## src/rtl/code_accum_pkg.sv

```systemverilog
// Shared constants, types and helpers for the code_accum channel correlator.
// Optional build macro: CODE_ACCUM_SAT_EN (saturating accumulation).
package code_accum_pkg;

  parameter int unsigned ACC_W = 16;

  localparam int unsigned EPOCH_MAX = 19;
  localparam int unsigned EPOCH_W   = 5;

  typedef logic signed [ACC_W-1:0] acc_t;

  // Signed add clamped to the range of a w-bit two's-complement value (w <= 31).
  function automatic logic signed [31:0] sat_add(input logic signed [31:0] a,
                                                 input logic signed [31:0] b,
                                                 input int unsigned w);
    logic signed [32:0] sum;
    logic signed [32:0] hi;
    logic signed [32:0] lo;
    sum = 33'(a) + 33'(b);
    hi  = (33'sd1 <<< (w - 1)) - 33'sd1;
    lo  = -(33'sd1 <<< (w - 1));
    if (sum > hi) begin
      return hi[31:0];
    end else if (sum < lo) begin
      return lo[31:0];
    end
    return sum[31:0];
  endfunction

endpackage

```

## src/rtl/code_accum_arm.sv

```systemverilog
// One code replica: despreads I and Q against a single code chip and integrates
// them, latching the sums on a dump. Saturates when CODE_ACCUM_SAT_EN is defined.
module code_accum_arm
  import code_accum_pkg::*;
#(
  parameter int unsigned SAMPLE_W = 3,
  parameter int unsigned ACC_W    = 16
) (
  input  logic                       clk,
  input  logic                       rst,
  input  logic                       i_en,
  input  logic                       i_valid,
  input  logic                       i_dump,
  input  logic                       i_code,
  input  logic signed [SAMPLE_W-1:0] i_i_sample,
  input  logic signed [SAMPLE_W-1:0] i_q_sample,
  output logic signed [ACC_W-1:0]    o_i_lat,
  output logic signed [ACC_W-1:0]    o_q_lat
);

  logic signed [ACC_W-1:0] w_i_ext, w_q_ext;
  logic signed [ACC_W-1:0] w_i_add, w_q_add;
  logic signed [ACC_W-1:0] w_i_sum, w_q_sum;
  logic signed [ACC_W-1:0] r_i_acc, r_q_acc;
  logic signed [ACC_W-1:0] r_i_lat, r_q_lat;

  // Product (sign-extend, negate on chip 0) and the accumulator-plus-product sum.
  // Negating after extension keeps -4 -> +4 exact.
  always_comb begin
    w_i_ext = ACC_W'(i_i_sample);
    w_q_ext = ACC_W'(i_q_sample);
    w_i_add = '0;
    w_q_add = '0;
    if (i_valid) begin
      w_i_add = i_code ? w_i_ext : -w_i_ext;
      w_q_add = i_code ? w_q_ext : -w_q_ext;
    end
`ifdef CODE_ACCUM_SAT_EN
    w_i_sum = ACC_W'(sat_add(32'(r_i_acc), 32'(w_i_add), ACC_W));
    w_q_sum = ACC_W'(sat_add(32'(r_q_acc), 32'(w_q_add), ACC_W));
`else
    w_i_sum = r_i_acc + w_i_add;
    w_q_sum = r_q_acc + w_q_add;
`endif
  end

  // Integrate, or latch-and-restart on a dump; disabled channel holds zero.
  always_ff @(posedge clk) begin
    if (rst) begin
      r_i_acc <= '0;
      r_q_acc <= '0;
      r_i_lat <= '0;
      r_q_lat <= '0;
    end else if (!i_en) begin
      r_i_acc <= '0;
      r_q_acc <= '0;
    end else if (i_dump) begin
      r_i_lat <= w_i_sum;
      r_q_lat <= w_q_sum;
      r_i_acc <= '0;
      r_q_acc <= '0;
    end else begin
      r_i_acc <= w_i_sum;
      r_q_acc <= w_q_sum;
    end
  end

  assign o_i_lat = r_i_lat;
  assign o_q_lat = r_q_lat;

endmodule

```

## src/rtl/code_accum.sv

```systemverilog
// Per-channel early/prompt/late correlator with dump latch, read-cleared ready
// and overrun flags, and a 0..19 epoch counter.
// Optional build macro: CODE_ACCUM_SAT_EN (saturating accumulation).
module code_accum
  import code_accum_pkg::*;
#(
  parameter int unsigned SAMPLE_W = 3,
  parameter int unsigned ACC_W    = 16
) (
  input  logic                       clk,
  input  logic                       rst,
  input  logic                       ch_enable,
  input  logic                       sample_valid,
  input  logic signed [SAMPLE_W-1:0] i_sample,
  input  logic signed [SAMPLE_W-1:0] q_sample,
  input  logic                       early,
  input  logic                       prompt,
  input  logic                       late,
  input  logic                       dump_enable,
  input  logic                       status_read,
  input  logic                       epoch_load,
  input  logic [EPOCH_W-1:0]         epoch_load_val,
  output logic signed [ACC_W-1:0]    i_early,
  output logic signed [ACC_W-1:0]    q_early,
  output logic signed [ACC_W-1:0]    i_prompt,
  output logic signed [ACC_W-1:0]    q_prompt,
  output logic signed [ACC_W-1:0]    i_late,
  output logic signed [ACC_W-1:0]    q_late,
  output logic                       dump_valid,
  output logic                       accum_ready,
  output logic                       overrun,
  output logic [EPOCH_W-1:0]         epoch
);

  logic               w_dump;
  logic               r_dump_valid;
  logic               r_ready;
  logic               r_overrun;
  logic [EPOCH_W-1:0] r_epoch;

  assign w_dump = ch_enable & dump_enable;

  code_accum_arm #(.SAMPLE_W(SAMPLE_W), .ACC_W(ACC_W)) u_arm_early (
    .clk        (clk),
    .rst        (rst),
    .i_en       (ch_enable),
    .i_valid    (sample_valid),
    .i_dump     (dump_enable),
    .i_code     (early),
    .i_i_sample (i_sample),
    .i_q_sample (q_sample),
    .o_i_lat    (i_early),
    .o_q_lat    (q_early)
  );

  code_accum_arm #(.SAMPLE_W(SAMPLE_W), .ACC_W(ACC_W)) u_arm_prompt (
    .clk        (clk),
    .rst        (rst),
    .i_en       (ch_enable),
    .i_valid    (sample_valid),
    .i_dump     (dump_enable),
    .i_code     (prompt),
    .i_i_sample (i_sample),
    .i_q_sample (q_sample),
    .o_i_lat    (i_prompt),
    .o_q_lat    (q_prompt)
  );

  code_accum_arm #(.SAMPLE_W(SAMPLE_W), .ACC_W(ACC_W)) u_arm_late (
    .clk        (clk),
    .rst        (rst),
    .i_en       (ch_enable),
    .i_valid    (sample_valid),
    .i_dump     (dump_enable),
    .i_code     (late),
    .i_i_sample (i_sample),
    .i_q_sample (q_sample),
    .o_i_lat    (i_late),
    .o_q_lat    (q_late)
  );

  // Status flags: ready set wins over read; a read alongside a dump consumes
  // the old data so it does not count as an overrun.
  always_ff @(posedge clk) begin
    if (rst) begin
      r_dump_valid <= 1'b0;
      r_ready      <= 1'b0;
      r_overrun    <= 1'b0;
    end else begin
      r_dump_valid <= w_dump;
      if (w_dump && r_ready && !status_read) begin
        r_overrun <= 1'b1;
      end else if (status_read) begin
        r_overrun <= 1'b0;
      end
      if (w_dump) begin
        r_ready <= 1'b1;
      end else if (status_read) begin
        r_ready <= 1'b0;
      end
    end
  end

  // Epoch counter: load beats increment; out-of-range loads clamp to zero.
  always_ff @(posedge clk) begin
    if (rst) begin
      r_epoch <= '0;
    end else if (epoch_load) begin
      r_epoch <= (epoch_load_val > EPOCH_W'(EPOCH_MAX)) ? '0 : epoch_load_val;
    end else if (w_dump) begin
      r_epoch <= (r_epoch == EPOCH_W'(EPOCH_MAX)) ? '0 : r_epoch + 1'b1;
    end
  end

  assign dump_valid  = r_dump_valid;
  assign accum_ready = r_ready;
  assign overrun     = r_overrun;
  assign epoch       = r_epoch;

endmodule

```

## config.mk

```make
export PLATFORM = sky130hd
export DESIGN_NAME = code_accum
export DESIGN_NICKNAME = d
export VERILOG_FILES = /design/src/rtl/code_accum_pkg.sv /design/src/rtl/code_accum_arm.sv /design/src/rtl/code_accum.sv
export SDC_FILE = /design/constraint.sdc
export NUM_CORES = 1
export LEC_CHECK = 0
export CORE_ASPECT_RATIO = 1.75
export CORE_MARGIN = 2
export CORE_UTILIZATION = 58
export CTS_CLUSTER_DIAMETER = 150
export DETAILED_ROUTE_END_ITERATION = 7
export PLACE_DENSITY = 0.82
export SETUP_SLACK_MARGIN = 0.15
export SLEW_MARGIN = 20
export SYNTH_ARGS = -nofsm -noshare
export SYNTH_HDL_FRONTEND = slang
export SYNTH_SLANG_ARGS = --single-unit
export TNS_END_PERCENT = 100
```

## constraint.sdc

```tcl
create_clock -name clk -period 3.35 [get_ports clk]
set_input_delay 0.335 -clock clk [delete_from_list [all_inputs] [get_ports clk]]
set_output_delay 0.335 -clock clk [all_outputs]
set_load 0.005 [all_outputs]
```

Word level (Yosys, flattened, before mapping)
Index checks and enable logic that the tools add are counted.
{"block": "totals", "inputBits": 21, "wordCells": 56, "out_inout_bits": 104, "reg_bits": 200}
{"block": "classes", "magnitude_cmp": 1, "n_addsub": 9, "reduce_logical": 8, "eq_ne": 1, "mux": 19, "n_bitwise": 2}
{"op": "two-way mux 16 bit", "n": 12}
{"op": "adder 16 bit", "n": 6}
{"op": "negation 3 -> 16 bit", "n": 2}
{"op": "two-way mux 5 bit", "n": 4}
{"op": "nonzero test 2 bit", "n": 3}
{"op": "adder 5 x 1 -> 5 bit, second input constant", "n": 1}
{"op": "== test 5 bit, second input constant", "n": 1}
{"op": "greater-than comparator 5 bit, second input constant", "n": 1}
{"op": "two-way mux 1 bit", "n": 3}
{"op": "OR reduction 3 bit", "n": 1}
{"op": "logical AND 1 bit", "n": 2}
{"op": "AND reduction 2 bit", "n": 1}
{"op": "bitwise AND 1 bit", "n": 1}
{"op": "logical NOT 1 bit", "n": 1}
{"op": "NOT 1 bit", "n": 1}

Logic depth before layout (Yosys ltp)
{"block": "logic_depth", "word_depth": 4, "mapped_depth": 14, "mapped_depth_nobuf": 13}

Cells and area by module
A second synthesis with hierarchy kept.
{"block": "hier_totals", "hier_cells": 1429, "hier_area_um2": 11920.2}
{"module": "code_accum_arm at u_arm_late ...", "cells_per_inst": 467, "n_inst": 2, "area_per_inst_um2": 3907.5, "seq_area_each_um2": 1281.2}
{"module": "code_accum_arm at u_arm_early", "cells_per_inst": 444, "n_inst": 1, "area_per_inst_um2": 3678.5, "seq_area_each_um2": 1281.2}
{"module": "code_accum", "cells_per_inst": 51, "n_inst": 1, "area_per_inst_um2": 426.7, "seq_area_each_um2": 160.2}

Least setup slack after synthesis
OpenSTA, ideal clock, no wires.
{"block": "synth_path", "path_kind": "in2reg", "startpoint": "input port q_sample[0]", "endpoint": "register u_arm_prompt.r_q_lat[15] (netlist: u_arm_prompt.o_q_lat[15])", "path_slack_ns": 0.353, "required_ns": 3.276, "path_buffers": 0, "setup_time_ns": 0.074, "stages": 13, "t_arrival_ns": 2.923, "path_cell_list": "inv_1 > ha_1 > inv_1 > ha_1 > nand2_1 > a21boi_0 > ha_1 > a211oi_2 > o21bai_1 > and4bb_1 > nor2_1 > or4_1 > a31oi_1"}
{"block": "synth_via", "elab_chain_cells": 4}
{"item": "start: declaration", "line_no": "code_accum.sv:15", "rtl": "input logic signed [SAMPLE_W-1:0] q_sample,"}
{"item": "negation 3 -> 16 bit", "line_no": "code_accum_arm.sv:36", "rtl": "w_q_add = i_code ? w_q_ext : -w_q_ext;"}
{"item": "two-way mux 16 bit *", "line_no": "code_accum_arm.sv:36"}
{"item": "two-way mux 16 bit *", "line_no": "code_accum_arm.sv:34", "rtl": "if (i_valid) begin"}
{"item": "adder 16 bit *", "line_no": "code_accum_arm.sv:43", "rtl": "w_q_sum = r_q_acc + w_q_add;"}
{"item": "end signal: assignment", "line_no": "code_accum_arm.sv:59", "rtl": "r_q_lat <= w_q_sum;"}
{"item": "end: declaration", "line_no": "code_accum_arm.sv:25", "rtl": "logic signed [ACC_W-1:0] r_i_lat, r_q_lat;"}
Mark *: on every way between the ends. The rest lies on a longest branch, timed or not.
A chain may end at the register's enable or synchronous reset.

Worst setup path in the final report
{"block": "layout_path", "startpoint": "input port q_sample[0]", "endpoint": "register u_arm_prompt.r_q_lat[12] (netlist: u_arm_prompt.o_q_lat[12])"}
Same word-level chain as after synthesis.

==> impl_summary.md <==
STA
The clock skew after layout is around 8.8 ps. Setup violations remaining at the end of the flow were counted as 0. Once routing completed, OpenROAD measured the worst setup slack at about 270 ps. The worst path needs 3080 ps of the cycle, external delays included.

The final-report hold violation count was 0. The worst pin sits at a relative slew slack of 0.486. Setup repair after global routing left no endpoint under its margin. The final cycle utilization of the critical path is 0.919. The final count of pins violating max slew is 0.

Timing would allow up to ~320 MHz. At the pin with the least slew margin, the transition time is between 700 and 800 ps.

Worst setup path
The signal on the critical path passes through clkdlybuf4s50_1 -> inv_1 -> ha_1 -> inv_1 -> ha_1 -> nand2_1 -> a21boi_0 -> buf_4 -> buf_4 -> ha_1 -> o211ai_1 -> a21oi_2 -> o22ai_1 -> a31o_2 -> or4_1 -> o211ai_1. Along the worst path, the maximum fanout reaches 5. The slowest library cell on the worst path is clkdlybuf4s50_1. The most common cell type on the critical path is ha_1. STA classifies the critical path startpoint as an input port. By startpoint and endpoint, the worst setup path is classified as input port to flop. The number of buffers and inverters on the critical path is 5. The cell class contributing the biggest share of worst-path delay is compound AO/OA/AOI/OAI gates. The arrival time at the worst endpoint is about 3500 ps. The endpoint type of the worst setup path is a flop. The worst path required time is between 3000 and 4000 ps.

In this design, the stage delay of the slowest critical-path cell is about 520 ps.

Global route
The routing usage on met3 is 0.0466. The maximum number of pins on one net before global-route repair is 60. The initial antenna violation count is 0. In this run the most used layer during global routing was met2. The met2 demand-to-capacity share in global routing is 0.613.

In the global route stage, met1 resource usage came out at 0.338. The all-layer global routing usage is 0.319. The aggregate global routing overflow is 0. The number of global-route vias before repair is roughly 11000. The first global-routing pass estimated between 50 and 60 mm of wire.

Yosys
The number of flops mapped to enable cells by yosys is 0. The cell count after synthesis is 1431. After synthesis, the share of cell area in mux cells is 0.0138. Of the total synthesized cell area, the portion taken by full adders, half adders and majority gates is 0.115.

The synthesized area per cell is around 8 um2. Synthesis inferred 200 register bits. The fraction of synthesized cell area in xor and xnor cells is 0.0559. Among all flip-flop cells after synthesis, the most frequent one is dfxtp_1. The warning count from the yosys run is 0. By area, the combinational part of the netlist is dominated by simple AND/OR/NAND/NOR gates. Summing every instance area after synthesis gives roughly 0.012 mm2. The net count after synthesis is ~1600.

The fraction of synthesis flops using an asynchronous set or reset pin is 0. The share of the Yosys chip area taken by registers is 0.345. Synthesis instantiated 66 different standard cells from the library. The area fraction in compound gates after synthesis came to 0.209. The post-synthesis share of cell area spent on and, or, nand and nor gates is 0.220.

Placement
Once placement completed, the tool counted placed cells totaling roughly 1900. OpenSTA, run right after detailed placement, puts the worst setup slack at -243 ps. Routability-driven placement finished with a final weighted congestion of 0.958. The count of buffers added on input and output ports is about 120. Once detailed placement completed, the half-perimeter wirelength came to 25.1 mm. The instance area at placement is ~0.014 mm2.

Pwr
Across the VDD grid, the largest voltage drop is approximately 0.00045 V. Dividing total power by cell area gives a power density of ~390 mW/mm2. For this design the static power due to leakage is between 0.006 and 0.007 uW.

Clocking
The post-cts hold buffer count is 0. In this run the deepest clock path goes through 2 buffers. The clock net in this run drives a total of 200 sinks. The TritonCTS clock tree is built. The number of levels in the clock H-tree is 4. Clock tree synthesis selected as its root buffer the cell clkbuf_16. The clock reaches the later pin of the worst-skew pair after between 400 and 500 ps. The clock-pin slew on the worst setup and hold paths is about 70 ps.

The clock buffer count from CTS is 17.

Cells and area
The final design instance area without fill is between 0.01 and 0.015 mm2. At the end of the flow, the number of nets in the layout was about 1800. The layout filler cell count is roughly 1500. Relative to the synthesized area, the layout overhead comes to 28.5%. The final cell count without fillers is about 1900. In the final layout, the share of cells above drive strength 1 is 0.146. The antenna cell count is 0.

Flow run
Across the run, the number of max-cap violations was 0.

Route
The pre-antenna-repair detailed-routing pass consisted of 5 iterations. The number of violations reported at the end of detailed-routing iteration 0 is about 640. The count of nets left with antenna violations after detail routing is 0. The final layout contains routed wiring with a total length of 34.1 mm. After detailed routing, the number of remaining DRC violations is 0. After detailed routing, the average wire length per cell comes to 17.6 um. Dividing the detail-routed via count by the number of cells gives just under 6. The routed layout has 11400 vias.

Floorplan
The total area inside the core boundary comes to 0.0197 mm2. The die covers about 0.021 mm2. The boundary pin count is 125.

The starting utilization of the core area is 0.590. Measured along the x axis, the die boundary spans approximately 110 um. Measured along the y axis, the die boundary spans approximately 190 um.

The row count is between 60 and 70.

Worst hold path
In this run the worst hold path is classified as flop to flop.

Status
The run finished with clean final reports.
metrics by stage:
stage | power (uW) | util | TNS, ps | hold WS [ps]
after floorplan | 3100 | - | 0 | 414
after global placement | 3520 | 0.723 | -1080 | 443
after detailed placement | 3550 | 0.723 | -3000 | 448
after CTS | 5770 | 0.756 | 0 | 446
after global routing | 5970 | 0.758 | 0 | 452
final | 5750 | 0.758 | 0 | 456
routing by layer:
metal  routed length [um]  up-vias  share of wire
li1                     -     5594              -
met1                13300     5445           0.39
met2                18300      303           0.54
met3                 1260       85          0.037
met4                 1310        0          0.038
met5                    0        -              0
power by group:
group	internal (uW)	total, uW	switching [uW]
registers	2460	2500	43.9
clock network	1330	2240	904
logic	463	1010	547
total	4260	5750	1490
cell type report:
cell class	count	area (um2)	area share
Clock inverter	5	106	0.00714
Timing Repair Buffer	304	2600	0.175
Sequential cell	200	4000	0.269
Inverter	48	180	0.0121
Multi-Input combinational cell	1108	7160	0.481
Tap cell	245	307	0.0206
Clock buffer	26	539	0.0362
worst min-delay path, stage by stage (launching register included):
cell and delay, ps:
dfxtp_1 310, nand2_1 50, a21oi_1 50
cells in the mapped netlist (6+ instances only):
cell | number | area (um2)
mux2i_1 | 7 | 70.1
xnor2_1 | 40 | 350
nor4_1 | 6 | 37.5
a21boi_0 | 11 | 82.6
o21a_1 | 17 | 128
nand3_1 | 52 | 260
xor2_1 | 34 | 298
o211ai_1 | 16 | 120
mux2_2 | 8 | 90.1
fa_1 | 6 | 120
nor2b_1 | 9 | 56.3
nor4b_1 | 13 | 114
a311o_1 | 6 | 60.1
nand4_1 | 15 | 93.8
o21ai_0 | 83 | 415
nor2_1 | 145 | 544
or3_1 | 8 | 50.1
nor3_1 | 28 | 140
dfxtp_1 | 200 | 4000
buf_1 | 10 | 37.5
a31o_2 | 8 | 70.1
nand2b_1 | 16 | 100
a21o_1 | 19 | 143
a211oi_1 | 31 | 233
clkbuf_1 | 57 | 214
a31oi_1 | 17 | 106
a21oi_1 | 126 | 631
nand2_1 | 157 | 589
or4_1 | 11 | 82.6
and2_1 | 42 | 263
inv_1 | 47 | 176
and3_1 | 15 | 93.8
ha_1 | 97 | 1210
repair_timing:
| action | in CTS | in global routing |
|---|---|---|
| gates resized for setup | 0 | 10 |
| setup endpoints to repair | 0 | 15 |
| hold endpoints to repair | 0 | 0 |
| buffers inserted | 0 | 1 |
state kept, by name, summed over array words and instances, names as in the netlist:
signal and flops:
accum_ready 1, dump_valid 1, epoch 5, overrun 1, u_arm_early.o_i_lat 16, u_arm_early.o_q_lat 16, u_arm_early.r_i_acc 16, u_arm_early.r_q_acc 16
u_arm_late.o_i_lat 16, u_arm_late.o_q_lat 16, u_arm_late.r_i_acc 16, u_arm_late.r_q_acc 16, u_arm_prompt.o_i_lat 16, u_arm_prompt.o_q_lat 16, u_arm_prompt.r_i_acc 16, u_arm_prompt.r_q_acc 16
path summary, 6_finish.rpt:
| path | start | end | slack, ps | depth (start not counted) |
|---|---|---|---|---|
| setup / recovery | q_sample[0] | u_arm_prompt.o_q_lat[12] | 270 | 16 |
| setup reg to reg | u_arm_early.r_i_acc[0] | u_arm_early.o_i_lat[14] | 880 | 9 |
| hold reg to reg | u_arm_prompt.o_i_lat[0] | u_arm_prompt.o_i_lat[0] | 460 | 2 |
| hold / removal | u_arm_prompt.o_i_lat[0] | u_arm_prompt.o_i_lat[0] | 460 | 2 |
cells by family (layout without fill, tap and decap cells):
logic type / count (synthesis) / after routing
compound gates: 383 / 383
flops: 200 / 200
xor+xnor: 74 / 74
simple gates: 533 / 533
mux: 15 / 15
buf+inv: 123 / 383
fa+ha+maj: 103 / 103
layout by cell type (no fill, tap or decap), types with 17 or more instances in the layout:
master / netlist / routed
inv_1: 47 / 47
clkbuf_16: 0 / 17
a211oi_1: 31 / 30
nor2_1: 145 / 144
dfxtp_1: 200 / 200
nand3_1: 52 / 52
clkdlybuf4s50_1: 0 / 123
a31oi_1: 17 / 17
xor2_1: 34 / 34
and2_1: 42 / 41
a21o_1: 19 / 19
o21a_1: 17 / 17
buf_4: 2 / 180
a21oi_1: 126 / 124
xnor2_1: 40 / 40
ha_1: 97 / 96
nor3_1: 28 / 27
nand2_1: 157 / 156
o21ai_0: 83 / 82
No activity file was read; power rests on OpenSTA's default activity.
